<file path="config.mk">
export PLATFORM = sky130hd
export DESIGN_NAME = dac_wave_sequencer
export DESIGN_NICKNAME = d
export VERILOG_FILES = /design/src/rtl/dac_wave_sequencer.sv
export SDC_FILE = /design/constraint.sdc
export NUM_CORES = 1
export LEC_CHECK = 0
export CAP_MARGIN = 20
export CORE_ASPECT_RATIO = 1.25
export CORE_MARGIN = 5
export CORE_UTILIZATION = 45
export CTS_CLUSTER_DIAMETER = 80
export DETAILED_ROUTE_END_ITERATION = 16
export MAX_ROUTING_LAYER = met4
export PLACE_DENSITY = 0.66
export SETUP_SLACK_MARGIN = 0.3
export SYNTH_ARGS = -nofsm -noshare
export SYNTH_HDL_FRONTEND = slang
export SYNTH_SLANG_ARGS = --single-unit
</file>
<file path="constraint.sdc">
create_clock -name clk_X4 -period 7.9 [get_ports clk_X4]
set_input_delay 1.58 -clock clk_X4 [delete_from_list [all_inputs] [get_ports clk_X4]]
set_output_delay 1.58 -clock clk_X4 [all_outputs]
set_load 0.1 [all_outputs]
</file>
<file path="src/rtl/dac_wave_sequencer.sv">
// -----------------------------------------------------------------------------
// dac_wave_sequencer
//
// Sample source for the DAC7611 serial driver. Once per programmable sample
// period it computes one WIDTH-bit DAC code (sawtooth, triangle, square or
// constant) and offers it to the serializer over a valid/ready handshake.
// When a new sample is due but the previous one is still waiting, the new one
// is dropped and counted in a saturating overrun counter.
//
// Ports
//   clk_X4        in   system clock shared with the serializer (rising edge)
//   rst_n         in   synchronous reset, active low
//   enable        in   1 runs the generator, 0 returns it to idle
//   mode          in   0 sawtooth, 1 triangle, 2 square, 3 constant
//   step          in   code increment per sample (sawtooth/triangle)
//   low_code      in   lower waveform bound
//   high_code     in   upper waveform bound
//   divisor       in   sample period is divisor+1 clock cycles
//   sample_data   out  code offered to the serializer
//   sample_valid  out  sample_data holds an untransferred code
//   sample_ready  in   serializer accepts sample_data this cycle
//   overrun_cnt   out  samples dropped since reset, saturating
//   running       out  high while the generator runs
// -----------------------------------------------------------------------------
module dac_wave_sequencer #(
   parameter int unsigned WIDTH = 12,
   parameter int unsigned DIV_W = 16,
   parameter int unsigned OVR_W = 8
) (
   input  logic             clk_X4,
   input  logic             rst_n,
   input  logic             enable,
   input  logic [1:0]       mode,
   input  logic [WIDTH-1:0] step,
   input  logic [WIDTH-1:0] low_code,
   input  logic [WIDTH-1:0] high_code,
   input  logic [DIV_W-1:0] divisor,
   output logic [WIDTH-1:0] sample_data,
   output logic             sample_valid,
   input  logic             sample_ready,
   output logic [OVR_W-1:0] overrun_cnt,
   output logic             running
);

   typedef enum logic [0:0] {StIdle, StRun} state_t;

   localparam logic [1:0] ModeSaw   = 2'd0;
   localparam logic [1:0] ModeTri   = 2'd1;
   localparam logic [1:0] ModeSq    = 2'd2;
   localparam logic [1:0] ModeConst = 2'd3;

   // dir encoding: 0 = up, 1 = down
   localparam logic DirUp   = 1'b0;
   localparam logic DirDown = 1'b1;

   state_t state_q, state_d;

   logic [DIV_W-1:0] div_cnt_q;
   logic [DIV_W-1:0] div_lim_q;
   logic [WIDTH-1:0] acc_q;
   logic             dir_q;
   logic [WIDTH-1:0] data_q;
   logic             valid_q;
   logic [OVR_W-1:0] ovr_q;

   logic             enter_run;
   logic             leave_run;
   logic             run_active;
   logic             tick;
   logic             xfer;

   logic [WIDTH-1:0] cur;
   logic [WIDTH-1:0] acc_nxt;
   logic             dir_nxt;
   logic [WIDTH:0]   sum_ext;
   logic [WIDTH:0]   low_plus_step;
   logic             misconfig;

   // ---------------------------------------------------------------------------
   // FSM: state register
   // ---------------------------------------------------------------------------
   always_ff @(posedge clk_X4) begin
      if (!rst_n) begin
         state_q <= StIdle;
      end else begin
         state_q <= state_d;
      end
   end

   // FSM: next state
   always_comb begin
      state_d = state_q;
      unique case (state_q)
         StIdle:  if (enable)  state_d = StRun;
         StRun:   if (!enable) state_d = StIdle;
         default: state_d = StIdle;
      endcase
   end

   // FSM: outputs and state-derived strobes
   always_comb begin
      running    = (state_q == StRun);
      enter_run  = (state_q == StIdle) && enable;
      leave_run  = (state_q == StRun) && !enable;
      run_active = (state_q == StRun) && enable;
   end

   // ---------------------------------------------------------------------------
   // Sample-period divider. The limit is latched on entry and at every wrap so
   // a divisor change never truncates or stretches the period in progress.
   // ---------------------------------------------------------------------------
   assign tick = run_active && (div_cnt_q == div_lim_q);

   always_ff @(posedge clk_X4) begin
      if (!rst_n) begin
         div_cnt_q <= '0;
         div_lim_q <= '0;
      end else if (enter_run) begin
         div_cnt_q <= '0;
         div_lim_q <= divisor;
      end else if (run_active) begin
         if (tick) begin
            div_cnt_q <= '0;
            div_lim_q <= divisor;
         end else begin
            div_cnt_q <= div_cnt_q + DIV_W'(1);
         end
      end
   end

   // ---------------------------------------------------------------------------
   // Waveform generator: current code and accumulator/direction update.
   // Sums are formed one bit wider so bound comparisons cannot wrap.
   // ---------------------------------------------------------------------------
   assign sum_ext       = {1'b0, acc_q} + {1'b0, step};
   assign low_plus_step = {1'b0, low_code} + {1'b0, step};
   assign misconfig     = (low_code > high_code);

   always_comb begin
      cur     = acc_q;
      acc_nxt = acc_q;
      dir_nxt = dir_q;
      if (misconfig) begin
         // Inverted bounds: park on low_code until software fixes them.
         cur     = low_code;
         acc_nxt = low_code;
      end else begin
         unique case (mode)
            ModeSaw: begin
               cur = acc_q;
               if (sum_ext > {1'b0, high_code}) begin
                  acc_nxt = low_code;
               end else begin
                  acc_nxt = sum_ext[WIDTH-1:0];
               end
            end
            ModeTri: begin
               cur = acc_q;
               if (dir_q == DirUp) begin
                  if (sum_ext >= {1'b0, high_code}) begin
                     acc_nxt = high_code;
                     dir_nxt = DirDown;
                  end else begin
                     acc_nxt = sum_ext[WIDTH-1:0];
                  end
               end else begin
                  if ({1'b0, acc_q} < low_plus_step) begin
                     acc_nxt = low_code;
                     dir_nxt = DirUp;
                  end else begin
                     acc_nxt = acc_q - step;
                  end
               end
            end
            ModeSq: begin
               cur     = (dir_q == DirUp) ? low_code : high_code;
               dir_nxt = ~dir_q;
            end
            ModeConst: begin
               cur = high_code;
            end
            default: begin
               cur = acc_q;
            end
         endcase
      end
   end

   always_ff @(posedge clk_X4) begin
      if (!rst_n) begin
         acc_q <= '0;
         dir_q <= DirUp;
      end else if (enter_run) begin
         acc_q <= low_code;
         dir_q <= DirUp;
      end else if (tick) begin
         // The waveform advances even when the resulting sample is dropped.
         acc_q <= acc_nxt;
         dir_q <= dir_nxt;
      end
   end

   // ---------------------------------------------------------------------------
   // Output handshake and overrun accounting
   // ---------------------------------------------------------------------------
   assign xfer = valid_q && sample_ready;

   always_ff @(posedge clk_X4) begin
      if (!rst_n) begin
         data_q  <= '0;
         valid_q <= 1'b0;
         ovr_q   <= '0;
      end else if (leave_run) begin
         // Pending sample is discarded; overrun count survives.
         valid_q <= 1'b0;
      end else if (run_active) begin
         if (tick) begin
            if (!valid_q || xfer) begin
               data_q  <= cur;
               valid_q <= 1'b1;
            end else if (ovr_q != {OVR_W{1'b1}}) begin
               ovr_q <= ovr_q + OVR_W'(1);
            end
         end else if (xfer) begin
            valid_q <= 1'b0;
         end
      end
   end

   assign sample_data  = data_q;
   assign sample_valid = valid_q;
   assign overrun_cnt  = ovr_q;

endmodule

</file>
* Word-level counts from Yosys, hierarchy flattened *
Index checks and enable logic that the tools add are counted.
W data, S select, Z words.

operators by class
  bitwise operators = 6
  magnitude comparators = 4
  reductions and logical operators = 23
  eq/ne operators = 6
  muxes and demuxes = 23
  add/sub/neg operators = 5

operator list
  kind                     count
  $mux W12                 9
  $mux W16                 4
  $pmux W12 S3             1
  $add A12 B12 Y13         2
  $pmux W12 S2             1
  $add A16 B1 Y16 const B  1
  $eq A16 B16 Y1           1
  $ge A13 B12 Y1           1
  $gt A13 B12 Y1           1
  $lt A12 B13 Y1           1
  $gt A12 B12 Y1           1
  $sub A12 B12 Y12         1
  $add A8 B1 Y8 const B    1
  $ne A8 B8 Y1 const B     1
  $reduce_bool A2 Y1       4
  $mux W1                  7
  $not A1 Y1               6
  $reduce_and A3 Y1        2
  $reduce_or A2 Y1         3
  $logic_and A1 B1 Y1      5
  $reduce_and A5 Y1        1
  $eq A2 B2 Y1 const B     2
  $reduce_and A2 Y1        2
  $reduce_and A4 Y1        1
  other kinds (7)          8

word-level totals
  register bits after elaboration = 67
  bits of input ports = 58

* Longest topological paths before layout *
Gate-level depths: netlist (run 1).

  word-level depth = 8
  gate-level depth with buffers = 19
  gate-level depth less buffers = 18

* Worst setup path after synthesis (run 1) *
OpenSTA, ideal clock, no wires.

  path kind = input port to flip-flop
  start = in step[0]
  end = reg acc_q[5]
  path buffers = 1
  data required time = 7749 ps
  setup slack = 2684 ps
  cell stages on the path = 17
  arrival time = 5065 ps
  cell sequence = ha_1 > fa_1 > nand2b_1 > a221oi_1 > a211oi_1 > mux2i_1 > nand3_1 > ha_1 > a21o_1 > a21o_1 > a21oi_1 > o21ai_0 > a211oi_1 > buf_2 > mux2_2 > o211ai_2 > a31oi_1

between the ends
  cells in the longest elaborated chain, start to end = 8
  elaborated cells between the ends (all ways) = 14
  those cells by class = add/sub: 3; order compare: 3; mux: 8

RTL lines
  what                                              RTL line  text
  from (decl)                                       34        input logic [WIDTH-1:0] step,
  $add A12 B12 Y13 (on tied branches)               135, 136
  $ge A13 B12 Y1 or $lt A12 B13 Y1 (tied branches)  160, 167
  $mux W12 (on tied branches)                       160, 167
  $mux W12                                          159       if (dir_q == DirUp) begin
  $pmux W12 S2 *                                    148       unique case (mode)
  $mux W12 *                                        143       if (misconfig) begin
  $mux W12 *                                        196       end else if (tick) begin
  $mux W12 *                                        193       end else if (enter_run) begin
  to (signal assigned)                              194       acc_q <= low_code;
  to (signal assigned)                              198       acc_q <= acc_nxt;
  to (decl)                                         60        logic [WIDTH-1:0] acc_q;

Every way passes the cells marked *; elsewhere a longest branch is shown, timed or not. The select of a mux whose other input is x is not followed.
A chain may end at the register's enable or synchronous reset.

* Worst setup path after layout (run 1) *
  start = in step[1]
  end = reg acc_q[6]

The elaborated chain is that of the path after synthesis.

==> results of run 1 <==
-- cell type report --
type	count	area share [%]
clock inverter	6	0.852
tap	175	2.87
multi-input combinational	646	62.6
sequential	67	17.6
inverter	38	1.87
clock buffer	10	3.13
timing repair buffer	87	11.1
-- cell usage after synthesis, types with 13 or more instances --
| cell | count | area [um^2] |
|---|---|---|
| a22oi_1 | 13 | 97.6 |
| xor2_1 | 39 | 342 |
| clkbuf_1 | 20 | 75.1 |
| a21oi_1 | 53 | 265 |
| nor3_1 | 20 | 100 |
| nand2_1 | 37 | 139 |
| a21o_1 | 14 | 105 |
| inv_1 | 35 | 131 |
| o21ai_0 | 33 | 165 |
| mux2_2 | 23 | 259 |
| dfxtp_1 | 67 | 1340 |
| a31oi_1 | 13 | 81.3 |
| nand3_1 | 20 | 100 |
| and2_1 | 16 | 100 |
| ha_1 | 76 | 951 |
| nor2_1 | 84 | 315 |
| xnor2_1 | 18 | 158 |
| mux2i_1 | 37 | 370 |
-- metrics by stage --
| step | utilization (%) | area (um^2) |
|---|---|---|
| 2_1_floorplan | - | 6410 |
| 3_3_place_gp | 52.8 | 7330 |
| 3_5_place_dp | 52.8 | 7330 |
| 4_1_cts | 55.0 | 7630 |
| 5_1_grt | 55.1 | 7640 |
| 6_report | 55.1 | 7640 |
-- report_power, final --
part           internal [W]  switching [W]  leakage, nW
logic              0.000220       0.000271         2.57
registers          0.000350      0.0000163        0.545
clock network      0.000253       0.000161        0.148
-- sequential cells by signal, indices dropped and copies added (netlist names) --
name / flops
dir_q: 1
acc_q: 12
sample_valid: 1
sample_data: 12
overrun_cnt: 8
div_lim_q: 16
running: 1
div_cnt_q: 16
-- layer usage --
metal,GRT usage [%],routed length (um),up-vias
li1,-,-,2976
met1,27.3,7970,2813
met2,41.7,9680,194
met3,3.12,968,67
met4,12.1,913,0
met5,-,0,-
-- logic make-up (layout without fill, tap and decap cells) --
| family | after synthesis | count (layout) | synth area share [%] |
|---|---|---|---|
| multiplexers | 60 | 60 | 9.81 |
| AND/OR/NAND/NOR | 256 | 256 | 20.7 |
| buffers and inverters | 71 | 141 | 4.68 |
| flip-flops | 67 | 67 | 20.9 |
| adder cells (fa/ha/maj) | 79 | 79 | 15.8 |
| AO/OA/AOI/OAI | 193 | 193 | 20.1 |
| XOR/XNOR | 58 | 58 | 8.04 |
-- path summary, 6_finish.rpt --
kind	start	endpoint	slack [ns]	depth (start not counted)
hold / removal	div_lim_q[4]	div_lim_q[4]	0.52	2
setup reg to reg	acc_q[2]	acc_q[1]	3.41	16
hold reg to reg	div_lim_q[4]	div_lim_q[4]	0.52	2
setup / recovery	step[1]	acc_q[6]	1.67	19
-- worst max-delay path: stages --
cell,delay [ns]
clkdlybuf4s50_1,0.66
ha_1,0.30
a21o_1,0.16
a21oi_1,0.22
nor2b_1,0.08
o21a_1,0.18
o31a_1,0.27
a41o_1,0.27
o41ai_1,0.34
xor2_1,0.20
ha_1,0.27
a21oi_1,0.18
nand4_1,0.10
o21ai_0,0.59
nor2_1,0.25
buf_4,0.25
mux2i_1,0.12
mux2_2,0.27
o211ai_1,0.18
==> impl_metrics.json, run 1 <==
{
  "status": "finished clean",
  "drt-initial-drc-count": 370,
  "tightestPinTransition_ns": 1.02,
  "syn_area_mm2": 0.00641,
  "maxCapViolCount": 0,
  "grt_max_degree": 29,
  "ir_drop_uv": 177,
  "syn_inst": 784,
  "hold_buffers": 0,
  "ioPinCount": 80,
  "post_cts_buffers": 0,
  "leakagePower_nw": 3.27,
  "path_clk_slew_ns": 0.06,
  "path_class": "in2reg",
  "placedCellCount": 1012,
  "grt_antenna_before_repair": 0,
  "drt-vias-per-instance": 5.88,
  "multi_input_comb_area_mm2": 0.00478,
  "power.total_w": 0.00127,
  "cts_tree": "built",
  "hold_viol_final": 0,
  "wire_per_inst_um": 19.0,
  "seqCellArea_mm2": 0.00134,
  "clkLatencyLatePin_ns": 0.34,
  "synthFlopType": "dfxtp_1",
  "cts-resized-gates": 0,
  "ys_seq_area_share_pct": 20.9,
  "p_per_area_mw_per_mm2": 166,
  "arrival_ns": 6.49,
  "area_growth_pct": 19.1,
  "via_count": 6050,
  "die_y_um": 143,
  "globalRoute.totalOverflow": 0,
  "fin_crit_ns": 6.23,
  "slew_viol_final": 0,
  "yosysUniqueCellTypes": 69,
  "wl_um": 19500,
  "cts-root-buf": "clkbuf_16",
  "dp_hpwl_um": 15500,
  "coreArea_mm2": 0.0139,
  "fin_crit_sh_pct": 78.8,
  "crit_fanout": 10,
  "mostFrequentLayoutCell": "nor2_1",
  "numPortBuffers": 79,
  "slew-limit-headroom_pct": 31.8,
  "holdWs_ns": 0.520,
  "rows": 48,
  "cts_buffers": 9,
  "drive_above_1_share_pct": 8.55,
  "syn_avg_cell_area_um2": 8.18,
  "num-nets-final": 986,
  "ys_warn_count": 0,
  "cp.required_ns": 8.16,
  "ys_ff_latch": 67,
  "gp_congestion": 0.967,
  "clock-sinks": 67,
  "die_area_mm2": 0.0168,
  "die_w_um": 117,
  "async_reset_ff_share_pct": 0,
  "fin_worst_skew_ns": 0.00765,
  "fillers": 1302,
  "drtPass1Iterations": 5,
  "start_util_pct": 46.2,
  "first_global_vias": 6140,
  "critPathCaptureType": "flop",
  "fin_ws_ns": 1.67,
  "setup_viol": 0,
  "drtAntennaViolNets": 0,
  "drc": 0,
  "n_antenna_cell": 0,
  "fin_cells": 1029,
  "grt_pass1_wl_um": 31100,
  "worstSetupStartpointType": "input pin",
  "layout_common_cells": "nor2_1 (84), clkdlybuf4s50_1 (79), ha_1 (76)",
  "grt_util_all_layers_pct": 24.2,
  "synth_edf_count": 0,
  "rsz0062_at_grt": "false",
  "hold_class": "reg2reg",
  "fin_setup_tns_ns": 0,
  "syn_nets": 921,
  "clock_path_buffers": 2,
  "htree_levels": 3,
  "place_ws_ns": 1.18,
  "maxClockFrequency_mhz": 161
}
Note: power is estimated with default switching activity, not from simulation.
==> run 2, diff against run 1 <==
==> constraint.sdc (replaced) <==
create_clock -name clk_X4 -period 6.04 [get_ports clk_X4]
set_input_delay 1.208 -clock clk_X4 [delete_from_list [all_inputs] [get_ports clk_X4]]
set_output_delay 1.208 -clock clk_X4 [all_outputs]
set_load 0.1 [all_outputs]
==> run 2 against run 1 <==
  * Non-clock buffer count up 8
  * Global-route usage up 0.067 points
  * Highest routed layer unchanged
  * Sequential cell count unchanged
  * Critical path type unchanged
  * Clock skew up 0.0041 ns
  * Via count about the same
  * Power up 41%
  * Register-to-register slack worse by 1.9 ns
==> impl_metrics.json, run 2 (same netlist as run 1, synthesis figures left out) <==
{
  "path_clk_slew_ns": 0.06,
  "drtAntennaViolNets": 0,
  "die_y_um": 143,
  "drc": 0,
  "rrSetupSlack_ns": 1.54,
  "drive_above_1_share_pct": 9.41,
  "die_w_um": 117,
  "drtPass1Iterations": 6,
  "arrival_ns": 5.68,
  "rsz0062_at_grt": "false",
  "die_area_mm2": 0.0168,
  "rows": 48,
  "fillers": 1267,
  "top_regs": "div_cnt_q x16, div_lim_q x16",
  "worstSetupStartpointType": "input pin",
  "globalRoute.totalOverflow": 0,
  "hold_start": "div_lim_q[4]",
  "area_growth_pct": 21.1,
  "power.internal_w": 0.00120,
  "n_antenna_cell": 0,
  "clkLatencyLatePin_ns": 0.34,
  "tightestPinTransition_ns": 1.18,
  "start_util_pct": 46.2,
  "grt_max_degree": 29,
  "slew-limit-headroom_pct": 20.8,
  "ioPinCount": 80,
  "min_to": "div_lim_q[4]",
  "path_class": "in2reg",
  "cts_buffers": 9,
  "grt_antenna_before_repair": 0,
  "p_per_area_mw_per_mm2": 230,
  "via_count": 6055,
  "p_switching_w": 0.000585,
  "hold_buffers": 0,
  "critPathCaptureType": "flop",
  "clock-sinks": 67,
  "crit_fanout": 9,
  "clock_path_buffers": 2,
  "post_cts_buffers": 0,
  "mostFrequentLayoutCell": "nor2_1",
  "fin_setup_tns_ns": 0,
  "first_global_vias": 6138,
  "gp_congestion": 0.941,
  "switching_share_pct": 32.8,
  "grt_util_all_layers_pct": 24.3,
  "cts-resized-gates": 0,
  "cts-root-buf": "clkbuf_16",
  "htree_levels": 3,
  "rr_endpoint": "acc_q[8]",
  "coreArea_mm2": 0.0139,
  "num-nets-final": 994,
  "worstReg2RegStart": "acc_q[0]",
  "finish.utilization_pct": 56.0,
  "maxCapViolCount": 0,
  "grt_pass1_wl_um": 30900,
  "drt-vias-per-instance": 5.84,
  "fin_crit_sh_pct": 91.0,
  "maxClockFrequency_mhz": 182,
  "fin_crit_ns": 5.49,
  "numPortBuffers": 79,
  "slew_viol_final": 0,
  "holdPathStages": 2,
  "layout_common_cells": "nor2_1 (84), clkdlybuf4s50_1 (78), ha_1 (76)",
  "hold_class": "reg2reg",
  "comb_power_share_pct": 36.8,
  "hold_viol_final": 0,
  "ir_drop_uv": 187,
  "cts_tree": "built",
  "cp.required_ns": 6.22,
  "setup_viol": 0,
  "fin_worst_skew_ns": 0.0118,
  "r2r_cells": 18,
  "wl_um": 19600,
  "leakagePower_nw": 3.34,
  "status": "finished clean",
  "wire_per_inst_um": 19.0,
  "pwr-share-clk_pct": 36.5,
  "drt-initial-drc-count": 316,
  "dp_hpwl_um": 15400,
  "seq_power_share_pct": 26.7
}
run 2: cell types whose count changed in the layout (fill, tap and decap cells not counted):
cell             previous run  this run
buf_4                       8        16
clkinvlp_4                  1         0
a211oi_1                    5         4
a211oi_2                    1         2
clkinv_2                    2         0
clkdlybuf4s50_1            79        78
clkinv_4                    2         1
dlymetal6s2s_1              0         1
clkbuf_8                    1         0
inv_6                       0         1
bufinv_16                   1         4
run 2: worst max-delay path: stages:
cell             delay, ns
clkdlybuf4s50_1       0.46
ha_1                  0.24
fa_1                  0.42
nand2b_1              0.12
a221oi_1              0.08
buf_4                 0.16
a211oi_1              0.52
mux2i_1               0.26
nand3_1               0.19
ha_1                  0.35
a21o_1                0.16
a21o_1                0.20
a21oi_1               0.11
o21ai_0               0.11
a211oi_2              0.25
buf_4                 0.25
mux2_2                0.37
o211ai_2              0.17
a31oi_1               0.05
run 2: metrics by stage:
step / hold slack [ns] / instance area, um^2 / setup slack [ns] / std cells / total power [W]
floorplan: 0.484 / 6410 / 1.20 / 784 / 0.000932
global placement: 0.503 / 7400 / 0.335 / 1021 / 0.00112
detailed placement: 0.509 / 7400 / 0.120 / 1021 / 0.00114
CTS: 0.524 / 7760 / 0.440 / 1036 / 0.00179
global route: 0.553 / 7770 / 0.332 / 1036 / 0.00188
finish: 0.519 / 7770 / 0.546 / 1036 / 0.00179
run 2: worst max path at each step:
stage | from | end | slack [ns] | depth (start not counted)
floorplan | step[0] | acc_q[5] | 1.20 | 17
global placement | step[1] | acc_q[10] | 0.33 | 19
detailed placement | step[1] | acc_q[6] | 0.12 | 19
CTS | step[1] | acc_q[6] | 0.44 | 19
global route | low_code[2] | acc_q[10] | 0.33 | 18
finish | step[0] | acc_q[8] | 0.55 | 19
run 2: per-layer routing:
metal | up-vias | GRT usage (%) | part of all wire [%]
met2 | 178 | 43.0 | 51
met5 | - | - | 0
met3 | 48 | 3.45 | 3.8
met1 | 2836 | 27.0 | 41
li1 | 2993 | - | -
met4 | 0 | 10.1 | 4.0
run 2: layout make-up:
class / count / area (um^2) / share of cell area (%)
Multi-Input combinational cell: 646 / 4790 / 61.6
Sequential cell: 67 / 1340 / 17.3
Timing Repair Buffer: 95 / 913 / 11.8
Clock buffer: 9 / 225 / 2.90
Tap cell: 175 / 219 / 2.82
Inverter: 38 / 143 / 1.84
Clock inverter: 6 / 138 / 1.77
run 2: power groups by stage:
stage / Combinational (W) / Clock (W) / Sequential (W)
3_5_place_dp: 0.000649 / 0 / 0.000486
3_3_place_gp: 0.000638 / 0 / 0.000486
5_1_grt: 0.000720 / 0.000681 / 0.000479
6_report: 0.000657 / 0.000651 / 0.000477
2_1_floorplan: 0.000445 / 0 / 0.000487
4_1_cts: 0.000654 / 0.000660 / 0.000477
==> run 3, diff against run 2 <==
--- a/config.mk
+++ b/config.mk
@@ -5,15 +5,18 @@
 export SDC_FILE = /design/constraint.sdc
 export NUM_CORES = 1
 export LEC_CHECK = 0
+export ABC_AREA = 1
 export CAP_MARGIN = 20
 export CORE_ASPECT_RATIO = 1.25
 export CORE_MARGIN = 5
 export CORE_UTILIZATION = 45
 export CTS_CLUSTER_DIAMETER = 80
 export DETAILED_ROUTE_END_ITERATION = 16
+export GPL_TIMING_DRIVEN = 0
 export MAX_ROUTING_LAYER = met4
 export PLACE_DENSITY = 0.66
 export SETUP_SLACK_MARGIN = 0.3
 export SYNTH_ARGS = -nofsm -noshare
 export SYNTH_HDL_FRONTEND = slang
 export SYNTH_SLANG_ARGS = --single-unit
+export TNS_END_PERCENT = 10
==> run 3 against run 2 <==
  * Sequential power is 0.8% higher
  * Global-route usage is 0.11 points lower
  * Sequential share of layout area is 0.61 points lower
  * Final area is 3.7% higher
  * Critical path depth is 9 higher
  * Synthesized cell count is 35% higher
  * Synthesized area is 4.9% higher
  * Sequential cell count stayed put
  * Clock skew is 0.0033 ns lower
  * Die area is 4.6% higher
  * Count of clock-buffer cells in the layout is 3 higher
==> impl_metrics.json, run 3 <==
{
  "status": "finished clean",
  "rows": 50,
  "drtAntennaViolNets": 0,
  "wl_um": 20500,
  "globalRoute.totalOverflow": 0,
  "path_clk_slew_ns": 0.06,
  "cp.required_ns": 6.30,
  "fin_cells": 1335,
  "fin_crit_ns": 4.92,
  "cts-root-buf": "clkbuf_16",
  "syn_avg_cell_area_um2": 6.36,
  "slew_viol_final": 0,
  "mostFrequentLayoutCell": "nand2_1",
  "via_count": 7022,
  "die_area_mm2": 0.0175,
  "drt-vias-per-instance": 5.26,
  "fillers": 1537,
  "crit_fanout": 10,
  "synth_top_area_share_pct": 19.9,
  "ys_seq_area_share_pct": 19.9,
  "setup_viol": 0,
  "gp_congestion": 0.965,
  "hold_buffers": 0,
  "start_util_pct": 45.4,
  "arrival_ns": 5.18,
  "synthFlopType": "dfxtp_1",
  "fin_crit_sh_pct": 81.4,
  "hold_class": "reg2reg",
  "p_per_area_mw_per_mm2": 216,
  "synthTopCellsByCount": "nand2_1 (249), inv_1 (147), a21oi_1 (96), nor2_1 (93), ha_1 (76)",
  "finish.utilization_pct": 54.3,
  "top_regs": "div_cnt_q x16, div_lim_q x16",
  "area_growth_pct": 19.7,
  "grt_pass1_wl_um": 33200,
  "placedCellCount": 1319,
  "ir_drop_uv": 117,
  "ys_warn_count": 0,
  "critPathCaptureType": "flop",
  "synth_top_cell_by_area": "dfxtp_1",
  "first_global_vias": 6881,
  "fin_setup_tns_ns": 0,
  "async_reset_ff_share_pct": 0,
  "cp_top_family": "simple AND/OR/NAND/NOR gates",
  "ioPinCount": 80,
  "cts_buffers": 9,
  "tightestPinTransition_ns": 0.988,
  "dp_hpwl_um": 17400,
  "syn_nets": 1195,
  "worstSetupStartpointType": "input pin",
  "synth.area.top_cells": "dfxtp_1 (20%), ha_1 (14%), nand2_1 (14%), inv_1 (8.2%), a21oi_1 (7.1%)",
  "drt-initial-drc-count": 514,
  "htree_levels": 3,
  "yosysUniqueCellTypes": 50,
  "fin_worst_skew_ns": 0.00850,
  "die_y_um": 147,
  "clock-sinks": 67,
  "numPortBuffers": 79,
  "crit_top_cell": "nand2_1",
  "clock_path_buffers": 2,
  "grt_util_all_layers_pct": 24.2,
  "grt_max_degree": 12,
  "grt_antenna_before_repair": 0,
  "cp.buffers_inverters": 2,
  "cts-resized-gates": 0,
  "die_w_um": 119,
  "wire_per_inst_um": 15.4,
  "synth_edf_count": 0,
  "syn_inst": 1058,
  "crit_slowest_cell": "clkdlybuf4s50_1",
  "n_antenna_cell": 0,
  "slew-limit-headroom_pct": 33.9,
  "coreArea_mm2": 0.0148,
  "hold_viol_final": 0,
  "path_class": "in2reg",
  "post_cts_buffers": 0,
  "yosysMostFrequentCell": "nand2_1",
  "ys_ff_latch": 67,
  "rsz0062_at_grt": "false",
  "syn_area_mm2": 0.00673,
  "cts_tree": "built",
  "drive_above_1_share_pct": 6.68,
  "leakagePower_nw": 3.95,
  "maxClockFrequency_mhz": 203,
  "num-nets-final": 1285,
  "drtPass1Iterations": 5,
  "drc": 0,
  "clkLatencyLatePin_ns": 0.33,
  "layout_common_cells": "nand2_1 (249), inv_1 (147), a21oi_1 (96)",
  "max_stage_delay_ns": 0.65,
  "maxCapViolCount": 0
}
## run 3: cell type report
cell class / count / area (um^2) / share of cell area [%]
sequential: 67 / 1340 / 16.7
buffer: 31 / 171 / 2.13
tap: 182 / 228 / 2.83
inverter: 156 / 588 / 7.30
clock inverter: 4 / 48.8 / 0.606
clock buffer: 12 / 256 / 3.19
multi-input combinational: 804 / 4630 / 57.5
timing repair buffer: 79 / 791 / 9.82
## run 3: kinds of logic after synthesis
family,count (synthesis),share of synthesized area (%)
buf+inv,187,11.3
xor+xnor,32,4.17
flops,67,19.9
fa+ha+maj,79,15.0
simple gates,475,31.3
compound gates,218,18.3
## run 3: metrics by stage
stage,total power (W),hold WS [ns],setup WS (ns),area [um^2]
3_5_place_dp,0.00121,0.464,0.765,7750
4_1_cts,0.00175,0.476,1.11,8050
2_1_floorplan,0.00101,0.442,2.02,6730
3_3_place_gp,0.00120,0.460,0.804,7750
6_report,0.00174,0.471,1.12,8050
5_1_grt,0.00186,0.497,0.624,8050
## run 3: power breakdown
part | leakage, nW | total (W) | internal [W] | switching, W
Sequential | 0.546 | 0.000481 | 0.000460 | 0.0000207
Combinational | 3.25 | 0.000724 | 0.000276 | 0.000448
Clock | 0.153 | 0.000536 | 0.000341 | 0.000194
Total | 3.95 | 0.00174 | 0.00108 | 0.000663
## run 3: worst paths after layout
path,start,endpoint,slack (ns),depth (start not counted)
setup / recovery,low_code[2],acc_q[7],1.12,28
hold / removal,div_lim_q[0],div_lim_q[0],0.47,2
setup reg to reg,acc_q[5],acc_q[6],2.21,22
hold reg to reg,div_lim_q[0],div_lim_q[0],0.47,2
## run 3: tightest hold or removal path, delay by kind of cell (launching register included)
kind / cells / cell delay [ns]
compound gates: 1 / 0.05
buf+inv: 1 / 0.06
flops: 1 / 0.31
## run 3: per-layer routing
metal	global-route usage, %	wire [um]	part of all wire [%]
met5	-	0	0
met4	13.0	1000	4.9
met3	2.16	572	2.8
met2	44.9	10800	53
met1	25.0	8120	40
